$ cat src/rtl/hdmi_packet_scheduler.sv
// hdmi_packet_scheduler
//   Per-frame HDMI data-island packet scheduler with an integrated audio sample FIFO.
//   Frame order: ACR (0x01), optional AVI InfoFrame (0x82), Audio InfoFrame (0x84),
//   then audio sample packets (0x02, up to 4 samples each); null (0x00) when idle.
//
//   Optional feature macro: HDMI_PKT_SCHED_AVI_EN
//     defined     -> AVI InfoFrame slot (0x82) emitted after ACR
//     not defined -> ACR goes straight to Audio InfoFrame, 0x82 never emitted
//
// Ports
//   clk_pixel         in   pixel clock, all logic on posedge
//   reset             in   synchronous, active-high
//   frame_start       in   1-cycle pulse at pixel (0,0), restarts the frame order
//   packet_enable     in   1-cycle pulse, hdmi core latches the next packet
//   sample_valid      in   push strobe for sample_in
//   sample_in         in   {ch[CHANNELS-1]..ch0}, AUDIO_BIT_WIDTH bits per channel
//   packet_type       out  header type of the current packet slot
//   audio_sample_word out  slot s, channel c at [(2s+c)*W +: W]
//   sample_present    out  bit s set when slot s carries a valid sample
//   fifo_level        out  entries currently buffered
//   overflow          out  sticky, a sample was dropped (cleared only by reset)
module hdmi_packet_scheduler #(
  parameter int unsigned AUDIO_BIT_WIDTH = 16,
  parameter int unsigned CHANNELS        = 2,
  parameter int unsigned FIFO_DEPTH      = 16
) (
  input  logic                             clk_pixel,
  input  logic                             reset,
  input  logic                             frame_start,
  input  logic                             packet_enable,
  input  logic                             sample_valid,
  input  logic [CHANNELS*AUDIO_BIT_WIDTH-1:0] sample_in,
  output logic [7:0]                       packet_type,
  output logic [8*AUDIO_BIT_WIDTH-1:0]     audio_sample_word,
  output logic [3:0]                       sample_present,
  output logic [$clog2(FIFO_DEPTH):0]      fifo_level,
  output logic                             overflow
);

  localparam int unsigned W  = AUDIO_BIT_WIDTH;
  localparam int unsigned PW = $clog2(FIFO_DEPTH);
  localparam int unsigned LW = PW + 1;

`ifdef HDMI_PKT_SCHED_AVI_EN
  typedef enum logic [1:0] {
    StAcr     = 2'd0,
    StAvi     = 2'd1,
    StAif     = 2'd2,
    StSamples = 2'd3
  } state_e;
`else
  typedef enum logic [1:0] {
    StAcr     = 2'd0,
    StAif     = 2'd2,
    StSamples = 2'd3
  } state_e;
`endif

  state_e state_q, eff_state, state_next;

  logic [2*W-1:0]  mem [FIFO_DEPTH];
  logic [PW-1:0]   rd_ptr_q, wr_ptr_q;
  logic [LW-1:0]   level_q;
  logic [2*W-1:0]  entry;
  logic [2:0]      pop_n;
  logic            push_ok;
  logic [7:0]      type_d;
  logic [8*W-1:0]  word_d;
  logic [3:0]      present_d;

  // Each FIFO entry is {R, L}; mono input is duplicated into both channels.
  if (CHANNELS == 1) begin : g_mono
    assign entry = {sample_in[W-1:0], sample_in[W-1:0]};
  end else begin : g_stereo
    assign entry = sample_in[2*W-1:0];
  end

  always_comb begin
    // frame_start overrides the current state, even when packet_enable arrives with it
    eff_state = frame_start ? StAcr : state_q;

    pop_n = 3'd0;
    if (packet_enable && eff_state == StSamples) begin
      pop_n = (level_q >= LW'(4)) ? 3'd4 : level_q[2:0];
    end

    // Pop is applied first, so a full FIFO still accepts a push in a popping cycle
    push_ok = sample_valid && ((level_q - LW'(pop_n)) < LW'(FIFO_DEPTH));

    word_d = '0;
    for (int s = 0; s < 4; s++) begin
      if (3'(s) < pop_n) begin
        word_d[s*2*W +: 2*W] = mem[rd_ptr_q + PW'(s)];
      end
    end
    present_d = 4'((5'd1 << pop_n) - 5'd1);

    type_d     = 8'h00;
    state_next = eff_state;
    case (eff_state)
      StAcr: begin
        type_d = 8'h01;
`ifdef HDMI_PKT_SCHED_AVI_EN
        state_next = StAvi;
`else
        state_next = StAif;
`endif
      end
`ifdef HDMI_PKT_SCHED_AVI_EN
      StAvi: begin
        type_d     = 8'h82;
        state_next = StAif;
      end
`endif
      StAif: begin
        type_d     = 8'h84;
        state_next = StSamples;
      end
      StSamples: begin
        type_d     = (pop_n != 3'd0) ? 8'h02 : 8'h00;
        state_next = StSamples;
      end
      default: begin
        type_d     = 8'h00;
        state_next = StAcr;
      end
    endcase
  end

  always_ff @(posedge clk_pixel) begin
    if (reset) begin
      state_q           <= StAcr;
      packet_type       <= 8'h00;
      audio_sample_word <= '0;
      sample_present    <= 4'h0;
      rd_ptr_q          <= '0;
      wr_ptr_q          <= '0;
      level_q           <= '0;
      overflow          <= 1'b0;
    end else begin
      if (packet_enable) begin
        state_q           <= state_next;
        packet_type       <= type_d;
        audio_sample_word <= word_d;
        sample_present    <= present_d;
      end else if (frame_start) begin
        state_q <= StAcr;
      end
      rd_ptr_q <= rd_ptr_q + PW'(pop_n);
      wr_ptr_q <= wr_ptr_q + PW'(push_ok);
      level_q  <= level_q - LW'(pop_n) + LW'(push_ok);
      if (sample_valid && !push_ok) begin
        overflow <= 1'b1;
      end
    end
  end

  // Sample storage carries no reset; validity is tracked by the pointers alone.
  always_ff @(posedge clk_pixel) begin
    if (!reset && push_ok) begin
      mem[wr_ptr_q] <= entry;
    end
  end

  assign fifo_level = level_q;

endmodule

$ cat config.mk
export PLATFORM = sky130hd
export DESIGN_NAME = hdmi_packet_scheduler
export DESIGN_NICKNAME = d
export VERILOG_FILES = /design/src/rtl/hdmi_packet_scheduler.sv
export SDC_FILE = /design/constraint.sdc
export NUM_CORES = 1
export LEC_CHECK = 0
export BUFFER_PORTS_ARGS = -buffer_cell sky130_fd_sc_hd__buf_2
export CAP_MARGIN = 15
export CELL_PAD_IN_SITES_DETAIL_PLACEMENT = 0
export CELL_PAD_IN_SITES_GLOBAL_PLACEMENT = 1
export CORE_UTILIZATION = 45
export CTS_BUF_LIST = sky130_fd_sc_hd__clkbuf_2
export DETAILED_ROUTE_END_ITERATION = 6
export PLACE_DENSITY = 0.72
export SYNTH_ARGS = -nofsm -noshare
export SYNTH_HDL_FRONTEND = slang
export SYNTH_SLANG_ARGS = --single-unit
$ cat constraint.sdc
create_clock -name clk_pixel -period 11 [get_ports clk_pixel]
set_input_delay 1.65 -clock clk_pixel [delete_from_list [all_inputs] [get_ports clk_pixel]]
set_output_delay 1.65 -clock clk_pixel [all_outputs]
set_load 0.1 [all_outputs]
==> impl_results.md, run 1 <==
- VDD IR-drop max: 82.7 uV
- DRT met1 WL: 44.9 mm
- Simple-gate share of the synthesized area: 0.0841
- WL final: 116 mm
- Arrival time worst endpoint: 7070 ps
- Total gr overflow: 0
- Status: finished clean
- Post-synth ARST share: 0
- Core Area: 79000 um2
- GRT Overall Usage: 0.288
- Register area share after synthesis: 0.512
- First drt pass iteration count: 6
- Violation count after the first detailed-route iteration: 2696
- Initial Util: 0.455
- Final setup viols: 0
- Buffers added on ports: 178
- TNS Setup: 0 ps
- Worst Hold Class: flip-flop to flip-flop
- Max_cap viols: 0
- Count of pins over their slew limit: 0
- Yosys reg bits: 663
- Rel. slew slack: 0.229
- # IOs: 183
- Clk_skew: 168 ps
- Most frequent cells in the layout: 512 x edfxtp_1, 482 x nand2_1, 324 x mux2i_1
- Slowest stage cell on the critical path: nor3_1
- Flop-to-flop setup slack: 5560 ps
- Post-Synth Adder-Cell Area: 0.00634
- Resize count post-CTS: 0
- Placed cells: 3648
- Quantity of hold-fixing buffers added after cts: 0
- Post-synth EDFFs: 512
- Post-route ant nets: 0
- WS Path Type: input port to flip-flop
- Clock sinks: 663
- CTS Buf Count: 174
- Die Span Y: 285 um
- Vias per cell: 6.47
- Minimum clock period after layout: 6130 ps
- Clk slew on worst S/H paths: 90 ps
- Power Density: 120 nW/um2
- NumNets Final: 2828
- Largest net degree at the start of global routing: 143
- Setup Buffers After CTS: 0
- Fin. Hold Viols: 0
- Mapped Area: 35900 um2
- Initial antenna violation count: 4
- Synthesized area per cell: 13.9 um2
- CTS H-tree depth: 4
- Syn-to-layout area delta: 9.73%
- First-pass GRT wire length: 171 mm
- Share of cells above drive strength 1: 0.301
- Routability cong.: 0.861
- Dominant synthesized flop cell: edfxtp_1
- Die area: 80900 um2
- Slew at the pin closest to its max-slew limit: 1150 ps
- Average wire per cell in the routed design: 29.3 um
- CP max stage delay: 790 ps
- Largest family of logic cells by synthesized area: multiplexers
- Ys Warns: 0
- CTS Root Cell: clkbuf_2
- Worst setup SP type: input port
- Crit share post-route: 0.557
- Number of global-route vias before repair: 25.7k
- Top layer in use: met4
- DP HPWL: 70.6 mm
- Num rows: 103
- Data required, critical path: 11940 ps
- Post-synthesis mux area share: 0.291
- RSZ-0062 raised after global routing: false
- Drc violations: 0
- Max Clock Freq: 163 MHz
- Post-synthesis compound-gate area fraction: 0.0652
- Critical Path, Cell by Cell: buf_2 > nand4b_1 > nor3_1 > ha_1 > inv_1 > fa_1 > a211oi_1 > xor2_1 > nor3_1 > or3b_2 > nor3_2 > buf_4
- Leak: 13.6 nW
- Clock latency on the worst-skew pair: 1450 ps
- Maximum fanout along the worst path: 40
- Die span in x: 285 um
- CTS tree: yes
- Mapped Cells: 2579
- Clock buffer depth: 3
- Via Count: 25.7k
- CP dominant cell by count: nor3_1
- XOR/XNOR Fraction of Synth Area: 0.00449
- Finished Layout Cells: 3974
- Met3 Wirelength: 10.7 mm
- Cell variety after synth: 52
- Met2 WL: 55.4 mm
- Commonest non-fill, non-tap cell in the layout: edfxtp_1
- Endpoint class of the critical path: flip-flop
-- per-layer routing --
metal,track usage,vias up
met5,0,-
li1,-,10800
met3,0.0575,348
met2,0.468,1518
met4,0.135,0
met1,0.372,13100
-- logic make-up after synthesis --
logic type      count (synthesis)
other cells                     1
flops                         663
fa+ha+maj                      17
simple gates                  690
mux                           644
xor+xnor                       15
buf+inv                       234
compound gates                315
-- cell usage after synthesis (4+ instances only) --
master	instances	area, um2
mux2i_1	324	3240
xor2_1	8	70.1
nand2b_1	74	463
nand2_1	484	1820
clkbuf_1	78	293
nor3_1	10	50.1
a21o_1	32	240
o21ai_0	4	20.0
buf_4	51	383
buf_6	16	180
dfxtp_1	151	3020
o22ai_1	31	194
nand4_1	64	400
ha_1	15	188
inv_1	12	45.0
a41oi_1	64	561
a22o_1	32	280
nor2b_1	7	43.8
a32oi_1	63	552
nand3_1	4	20.0
buf_2	69	345
a21oi_1	73	365
a211oi_1	6	45.0
edfxtp_1	512	15400
mux4_2	320	7210
nor2_1	33	124
or3_1	4	25.0
-- state kept, by name (all words and copies together), names as in the netlist --
signal / cells
fifo_level: 5
wr_ptr_q: 4
overflow: 1
audio_sample_word: 128
sample_present: 4
state_q: 2
rd_ptr_q: 4
mem: 512
packet_type: 3
-- cell type report --
type | count | area, um2
Fill cell | 6874 | 39600
Sequential cell | 663 | 18400
Multi-Input combinational cell | 1685 | 16500
Timing Repair Buffer | 236 | 1410
Tap cell | 1050 | 1310
Clock buffer | 251 | 1260
Clock inverter | 72 | 442
Inverter | 14 | 60.1
Antenna cell | 3 | 7.51
-- per-stage QoR --
step	worst slack, ps	util	total power, mW	instance area [um2]	hold slack [ps]
2_1_floorplan	4120	-	2.88	35900	505
3_3_place_gp	3720	0.476	2.95	37600	429
3_5_place_dp	3580	0.477	2.95	37700	435
4_1_cts	5060	0.499	4.76	39400	431
5_1_grt	4670	0.499	4.90	39400	480
6_report	4870	0.499	4.72	39400	456
-- path summary, 6_finish.rpt --
path,from,endpoint,cells after the start
max reg2reg,fifo_level[2],mem[0][14],11
min reg2reg,audio_sample_word[73],audio_sample_word[73],1
max,packet_enable,mem[0][14],12
min,audio_sample_word[73],audio_sample_word[73],1
-- critical path, delay by kind of cell --
| kind | cells | cell delay, ps |
|---|---|---|
| AOI/OAI and AO/OA | 1 | 280 |
| xor gates and xnor gates | 1 | 180 |
| adders and majority gates | 2 | 680 |
| buffers and inverters | 3 | 1390 |
| and+or+nand+nor | 5 | 2850 |
-- power breakdown --
part           leakage, nW  switching [mW]  internal [mW]
Sequential            5.83          0.0157           2.71
Combinational         6.46           0.125         0.0463
Clock                 1.27            1.08          0.742
Note: power is estimated with default switching activity, not from simulation.
==> inputs of run 2 (changes only) <==
clock period = 5.9 ns   (was 11 ns; I/O delays follow)
==> run 2 against run 1 <==
Effect of this change:
- first-iteration DRC count grew 18%
- clock-buffer cell count decreased by 20
- combinational power increased by 100%
- via count increased by 0.82%
- global-route usage is 0.32 points lower
- clock skew down 75 ps
- die area unchanged
- hold slack worse by 200 ps
- critical path type is now flip-flop to flip-flop
- largest power group unchanged
==> impl_results.md, run 2 (synthesis gave the netlist of run 1 again) <==
- Status: finished clean
- Total gr overflow: 0 (unchanged)
- Clk_skew: 92.8 ps (-75.2 ps)
- Clock power frac: 0.383 (-0.003)
- Initial Util: 0.455 (unchanged)
- GRT Overall Usage: 0.285 (-0.00318)
- Initial antenna violation count: 2 (-2)
- Most flops, register: mem
- Power Density: 220 nW/um2 (+84%)
- Worst slack at placement: 1080 ps (-2500 ps)
- Switching Share: 0.263 (+0.00466)
- Clock latency on the worst-skew pair: 1390 ps (-60 ps)
- Via Count: 25.9k (+0.82%)
- Rel. slew slack: 0.238 (+0.00913)
- Psw: 2.31 mW (+90%)
- Violation count after the first detailed-route iteration: 3177 (+18%)
- Crit path launch: fifo_level[3]
- Maximum fanout along the worst path: 22 (-45%)
- WL final: 116 mm (-0.43%)
- Slowest stage cell on the critical path: or3b_2
- Buffers added on ports: 178 (unchanged)
- Max Clock Freq: 233 MHz
- CTS Buf Count: 173 (-0.57%)
- Num rows: 103 (unchanged)
- Clock buffer depth: 3 (unchanged)
- Multi-input gate area: 16500 um2 (about the same)
- Max_cap viols: 0 (unchanged)
- Data required, critical path: 6840 ps (-5100 ps)
- VDD IR-drop max: 133 uV (+61%)
- DP HPWL: 71.0 mm (+0.52%)
- Core Area: 79000 um2 (unchanged)
- Resize count post-CTS: 0 (unchanged)
- Sequential share of power: 0.578 (about the same)
- # fillers: 6791 (-1.2%)
- RR Startpoint: fifo_level[3]
- CTS H-tree depth: 4 (unchanged)
- Internal power: 6.48 mW (+85%)
- # IOs: 183 (unchanged)
- Worst R2R End: mem[4][27]
- Worst Hold Class: input port to flip-flop
- Hold Path Origin: packet_enable
- Most Crowded Layer GR: met2
- Seq. cell area: 18400 um2 (unchanged)
- WS Path Type: flip-flop to flip-flop
- Number of global-route vias before repair: 25.7k (unchanged)
- Drc violations: 0 (unchanged)
- Critical Path, Cell by Cell: or3_1 > nor3_1 > ha_1 > inv_1 > fa_1 > a211oi_1 > xor2_1 > nor3_1 > buf_4 > or3b_2 > nor2_4 > buf_4
- NumNets Final: 2872 (+1.6%)
- Count of pins over their slew limit: 0 (unchanged)
- TNS Setup: 0 ps (unchanged)
- R2R depth: 12 (+1)
- First-pass GRT wire length: 170 mm (-0.50%)
- Arrival time worst endpoint: 5240 ps (-1830 ps)
- Clk slew on worst S/H paths: 100 ps (about the same)
- Setup ws final: 1600 ps (-3270 ps)
- Syn-to-layout area delta: 11.3%
- Crit share post-route: 0.729
- Die area: 80900 um2 (unchanged)
- First drt pass iteration count: 6 (unchanged)
- Die Span Y: 285 um (unchanged)
- Most frequent cells in the layout: 512 x edfxtp_1, 482 x nand2_1, 324 x mux2i_1
- RSZ-0062 raised after global routing: false
- Max FFs per register: 512 (unchanged)
- Slew at the pin closest to its max-slew limit: 1140 ps (-9.84 ps)
- Flop-to-flop setup slack: 1600 ps (-3960 ps)
- Post-route ant nets: 0 (unchanged)
- M1 GR Usage: 0.376 (+0.00438)
- Endpoint class of the critical path: flip-flop
- Leak: 13.8 nW (+1.4%)
- Combinational power share: 0.039 (+0.003)
- Final setup viols: 0 (unchanged)
- Average wire per cell in the routed design: 28.9 um (-1.5%)
- CTS Root Cell: clkbuf_2
- Vias per cell: 6.46 (-0.26%)
- Minimum clock period after layout: 4300 ps
- Die span in x: 285 um (unchanged)
- Routability cong.: 0.851 (-1.2%)
- Setup Buffers After CTS: 0 (unchanged)
- CP max stage delay: 580 ps (-210 ps)
- CP Capture Point: mem[4][27]
- Share of cells above drive strength 1: 0.294 (-0.00741)
- Largest net degree at the start of global routing: 159 (+11%)
- Commonest non-fill, non-tap cell in the layout: edfxtp_1
- Clock sinks: 663 (unchanged)
- Fin. Hold Viols: 0 (unchanged)
- GR Layer Usage met2: 0.462 (-0.00573)
- M3 GR Usage: 0.0546 (-0.00289)
- CTS tree: yes
- Worst setup SP type: flip-flop
[run 2: cell count changes in the layout (fill, tap and decap cells not counted)]
cell / change
buf_12: +17
buf_16: -3
buf_4: -5
clkbuf_2: -20
clkinv_1: +16
clkinv_2: +1
clkinv_4: +1
clkinvlp_4: -2
dlygate4sd3_1: +36
inv_2: -1
inv_6: +3
nor3_2: -1
nor3_4: +1
[run 2: layout make-up]
class | count | share of cell area
Multi-Input combinational cell | 1685 | 0.413
Clock buffer | 231 | 0.0289
Sequential cell | 663 | 0.460
Inverter | 14 | 0.00150
Timing Repair Buffer | 281 | 0.0499
Clock inverter | 90 | 0.0131
Antenna cell | 3 | 0.000188
Tap cell | 1050 | 0.0329
[run 2: what timing repair did]
action	CTS	global route
endpoints found under the setup margin	0	0
hold buffers	36	0
endpoints found under the hold margin	523	0
[run 2: how the worst min path moves through the flow]
stage / cells past startpoint / to / slack, ps
4_1_cts: 5 / audio_sample_word[95] / 100
5_1_grt: 5 / audio_sample_word[95] / 180
2_1_floorplan: 2 / state_q[1] / 500
3_5_place_dp: 1 / audio_sample_word[71] / 440
3_3_place_gp: 1 / audio_sample_word[90] / 430
6_report: 5 / audio_sample_word[95] / 250
[run 2: per-layer routing]
metal | wire, um | up-vias
met5 | 0 | -
met4 | 4060 | 0
met3 | 10300 | 288
met2 | 56100 | 1478
met1 | 45400 | 13300
li1 | - | 10900
[run 2: power by group through the flow]
stage / sequential, mW / combinational [mW] / clock [mW]
2_1_floorplan: 5.21 / 0.148 / 0
3_3_place_gp: 5.18 / 0.317 / 0
3_5_place_dp: 5.19 / 0.322 / 0
4_1_cts: 5.08 / 0.342 / 3.46
5_1_grt: 5.09 / 0.364 / 3.70
6_report: 5.08 / 0.344 / 3.37
[run 2: critical path: cells and delay by family (launching register included)]
| family | cells | cell delay, ps |
|---|---|---|
| AOI/OAI and AO/OA | 1 | 280 |
| xor gates and xnor gates | 1 | 190 |
| adders and majority gates | 2 | 670 |
| buffers and inverters | 3 | 690 |
| DFF | 1 | 360 |
| and+or+nand+nor | 5 | 1680 |
[run 2: per-stage QoR]
stage / cells / hold slack, ps / area, um2 / util / total power [mW]
final: 4017 / 251 / 40000 / 0.506 / 8.80
after global routing: 4017 / 181 / 40000 / 0.506 / 9.15
after CTS: 4014 / 98.2 / 40000 / 0.506 / 8.89
after detailed placement: 3657 / 437 / 37900 / 0.480 / 5.51
after global placement: 3657 / 428 / 37900 / 0.480 / 5.50
after floorplan: 2582 / 505 / 35900 / - / 5.36
==> inputs of run 3 (changes only) <==
ABC_AREA = 1   (was not set)
PLACE_DENSITY = 0.79   (was 0.72)
clock period = 4 ns   (was 5.9 ns; I/O delays follow)
==> run 3 against run 2 <==
Effect of this change:
- die area down 1.2%
- synthesized area decreased by 1.2%
- combinational power is 50% higher
- setup slack got worse by 1200 ps
- power grew 48%
- clock power up 49%
- utilization up 0.64 points
- critical path type is now input port to flip-flop
- largest cell class unchanged
==> impl_results.md, run 3 <==
- Status: finished clean
- Yosys top cell by area: edfxtp_1
- R2R depth: 16 (+4)
- Register area share after synthesis: 0.519 (+0.00623)
- Vias per cell: 6.09 (-5.7%)
- Sequential share of power: 0.575 (-0.003)
- Critical path's top delay family: buffers and inverters
- Post-synth ARST share: 0 (unchanged)
- Hold Path Origin: sample_in[3]
- First drt pass iteration count: 7 (+1)
- GRT Overall Usage: 0.334 (+0.0491)
- Ys Warns: 0 (unchanged)
- Fin. Hold Viols: 0 (unchanged)
- Critical Path, Cell by Cell: dlygate4sd3_1 > buf_2 > dlygate4sd3_1 > inv_1 > nand3_2 > inv_2 > nand2_2 > nor3_1 > ha_1 > inv_1 > fa_1 > nand2_1 > nand2_1 > xor2_1 > nor3_1 > buf_4 > nand3_1 > buf_4 > nor2_4 > buf_12
- # IOs: 183 (unchanged)
- Final setup viols: 0 (unchanged)
- Buffers & Inverters on Critical Path: 9 (+6)
- Synth top area cells: edfxtp_1 43%, nand3_1 27%, nand2_1 13%
- DP HPWL: 81.1 mm (+14%)
- Finished Layout Cells: 5747 (+43%)
- Max_cap viols: 0 (unchanged)
- Switching Share: 0.265 (+0.00165)
- Setup ws final: 436 ps (-1160 ps)
- Buffers added on ports: 178 (unchanged)
- Crit share post-route: 0.891
- Initial Util: 0.457 (+0.00192)
- Placed cells: 5378 (+47%)
- CTS H-tree depth: 4 (unchanged)
- Count of pins over their slew limit: 0 (unchanged)
- Clk_skew: 111 ps (+18.2 ps)
- Top cell type's share of synthesized area: 0.433 (+0.00521)
- Resize count post-CTS: 0 (unchanged)
- Die span in x: 283 um (-0.60%)
- Average wire per cell in the routed design: 23.4 um (-19%)
- Minimum clock period after layout: 3560 ps
- Most frequent cells in the layout: 1922 x nand3_1, 1201 x nand2_1, 512 x edfxtp_1
- Clock power frac: 0.385 (+0.002)
- Largest net degree at the start of global routing: 241 (+52%)
- Worst R2R End: mem[15][10]
- Clock latency on the worst-skew pair: 1380 ps (about the same)
- Core Area: 77700 um2 (-1.6%)
- Psw: 3.45 mW (+49%)
- Data required, critical path: 5010 ps (-1830 ps)
- Hold Path Depth: 2 (-3)
- Clock buffer depth: 3 (unchanged)
- Max FFs per register: 512 (unchanged)
- Min Hold Slack: 181 ps (-70.1 ps)
- WS Path Type: input port to flip-flop
- Total gr overflow: 0 (unchanged)
- Finished Cell Area: 39800 um2 (-0.37%)
- Via Count: 35.0k (+35%)
- Initial antenna violation count: 3 (+1)
- Clk slew on worst S/H paths: 120 ps (+20 ps)
- Placed cell area: 37700 um2 (-0.68%)
- Rel. slew slack: 0.201 (-0.0374)
- Worst Hold Class: input port to flip-flop
- Syn-to-layout area delta: 12.3%
- Worst setup SP type: input port
- Util after Layout: 0.512 (+0.00643)
- Top-count cell post-synth: nand3_1
- VDD IR-drop max: 215 uV (+62%)
- Dominant synthesized flop cell: edfxtp_1
- RSZ-0062 raised after global routing: false
- Arrival time worst endpoint: 4580 ps (-660 ps)
- Die area: 80000 um2 (-1.2%)
- Synth top cells by count: 1922 x nand3_1, 1202 x nand2_1, 512 x edfxtp_1
- Maximum fanout along the worst path: 16 (-27%)
- Leak: 15.3 nW (+12%)
- Drc violations: 0 (unchanged)
- Mapped Area: 35500 um2 (-1.2%)
- First-pass GRT wire length: 200 mm (+18%)
- Slowest stage cell on the critical path: dlygate4sd3_1
- Num rows: 102 (-0.97%)
- WL final: 135 mm (+16%)
- Max Clock Freq: 281 MHz
- Internal power: 9.57 mW (+48%)
- Cell variety after synth: 29 (-44%)
- Commonest non-fill, non-tap cell in the layout: nand3_1
- Clock sinks: 663 (unchanged)
- Worst slack at placement: 238 ps (-846 ps)
- CTS Buf Count: 174 (+0.58%)
- Endpoint class of the critical path: flip-flop
- Hold EP: mem[10][3]
- CTS Root Cell: clkbuf_2
- Slew at the pin closest to its max-slew limit: 1200 ps (+57.9 ps)
- Violation count after the first detailed-route iteration: 4950 (+56%)
- Die Span Y: 283 um (-0.60%)
- RR Startpoint: state_q[1]
- Mapped Cells: 4401 (+71%)
- Yosys reg bits: 663 (unchanged)
- Routability cong.: 0.857 (+0.74%)
- CP max stage delay: 580 ps (about the same)
- Share of cells above drive strength 1: 0.130 (-0.164)
- Post-synth EDFFs: 512 (unchanged)
- Power Density: 327 nW/um2 (+49%)
- Synthesized area per cell: 8.06 um2 (-42%)
- Combinational power share: 0.040 (about the same)
- Post-route ant nets: 0 (unchanged)
- Most flops, register: mem
- Number of global-route vias before repair: 32.1k (+25%)
- NumNets Final: 4616 (+61%)
- CTS tree: yes
- Flop-to-flop setup slack: 660 ps (-940 ps)
[run 3: layout make-up]
type,instances,area (um2)
sequential,663,18400
antenna,2,5.00
tap,1040,1300
inverter,43,191
timing repair buffer,334,2640
clock inverter,66,407
fill,7528,37900
clock buffer,253,1270
multi-input combinational,3346,15600
[run 3: worst max path at each step]
| stage | start | end | slack (ps) | depth (start not counted) |
|---|---|---|---|---|
| after CTS | frame_start | mem[15][13] | 640 | 20 |
| after detailed placement | packet_enable | mem[15][21] | 240 | 17 |
| after floorplan | fifo_level[0] | mem[13][0] | -250 | 11 |
| final | frame_start | mem[15][10] | 440 | 20 |
| after global placement | packet_enable | mem[15][5] | 300 | 17 |
| after global routing | frame_start | mem[15][16] | 240 | 20 |
[run 3: worst register-to-register path, cell delays in order (launching register included)]
cell	delay, ps
dfxtp_1	360
nand3_2	100
inv_2	90
nand2_2	120
nor3_1	230
ha_1	190
inv_1	60
fa_1	420
nand2_1	80
nand2_1	60
xor2_1	190
nor3_1	190
buf_4	220
nand3_1	90
buf_4	200
nor2_4	190
buf_12	240
[run 3: what timing repair did]
action	CTS	global route
setup endpoints to repair	0	0
hold endpoints to repair	663	0
hold buffers	48	0
buffers inserted	0	0
[run 3: power groups by stage]
stage / combinational [mW] / sequential, mW / clock [mW]
global route: 0.556 / 7.50 / 5.45
floorplan: 0.208 / 7.69 / 0
global placement: 0.474 / 7.65 / 0
detailed placement: 0.478 / 7.65 / 0
CTS: 0.515 / 7.49 / 5.11
finish: 0.517 / 7.49 / 5.01
[run 3: logic make-up after synthesis]
kind of cell | share of synthesized area
buf+inv | 0.0476
fa+ha+maj | 0.00642
other cells | 0.000106
simple gates | 0.403
compound gates | 0.0215
flops | 0.519
xor+xnor | 0.00264
[run 3: through the flow]
step / power (mW) / TNS, ps
after floorplan: 7.90 / -109390
after global placement: 8.12 / 0
after detailed placement: 8.12 / 0
after CTS: 13.1 / 0
after global routing: 13.5 / 0
final: 13.0 / 0
[run 3: layer usage]
metal  vias to the layer above  wire, um  track usage
met5                         -        20            0
li1                      16000         -            -
met3                       372     14600       0.0686
met1                     16400     54100        0.454
met2                      2243     60700        0.517
met4                         2      5120        0.142
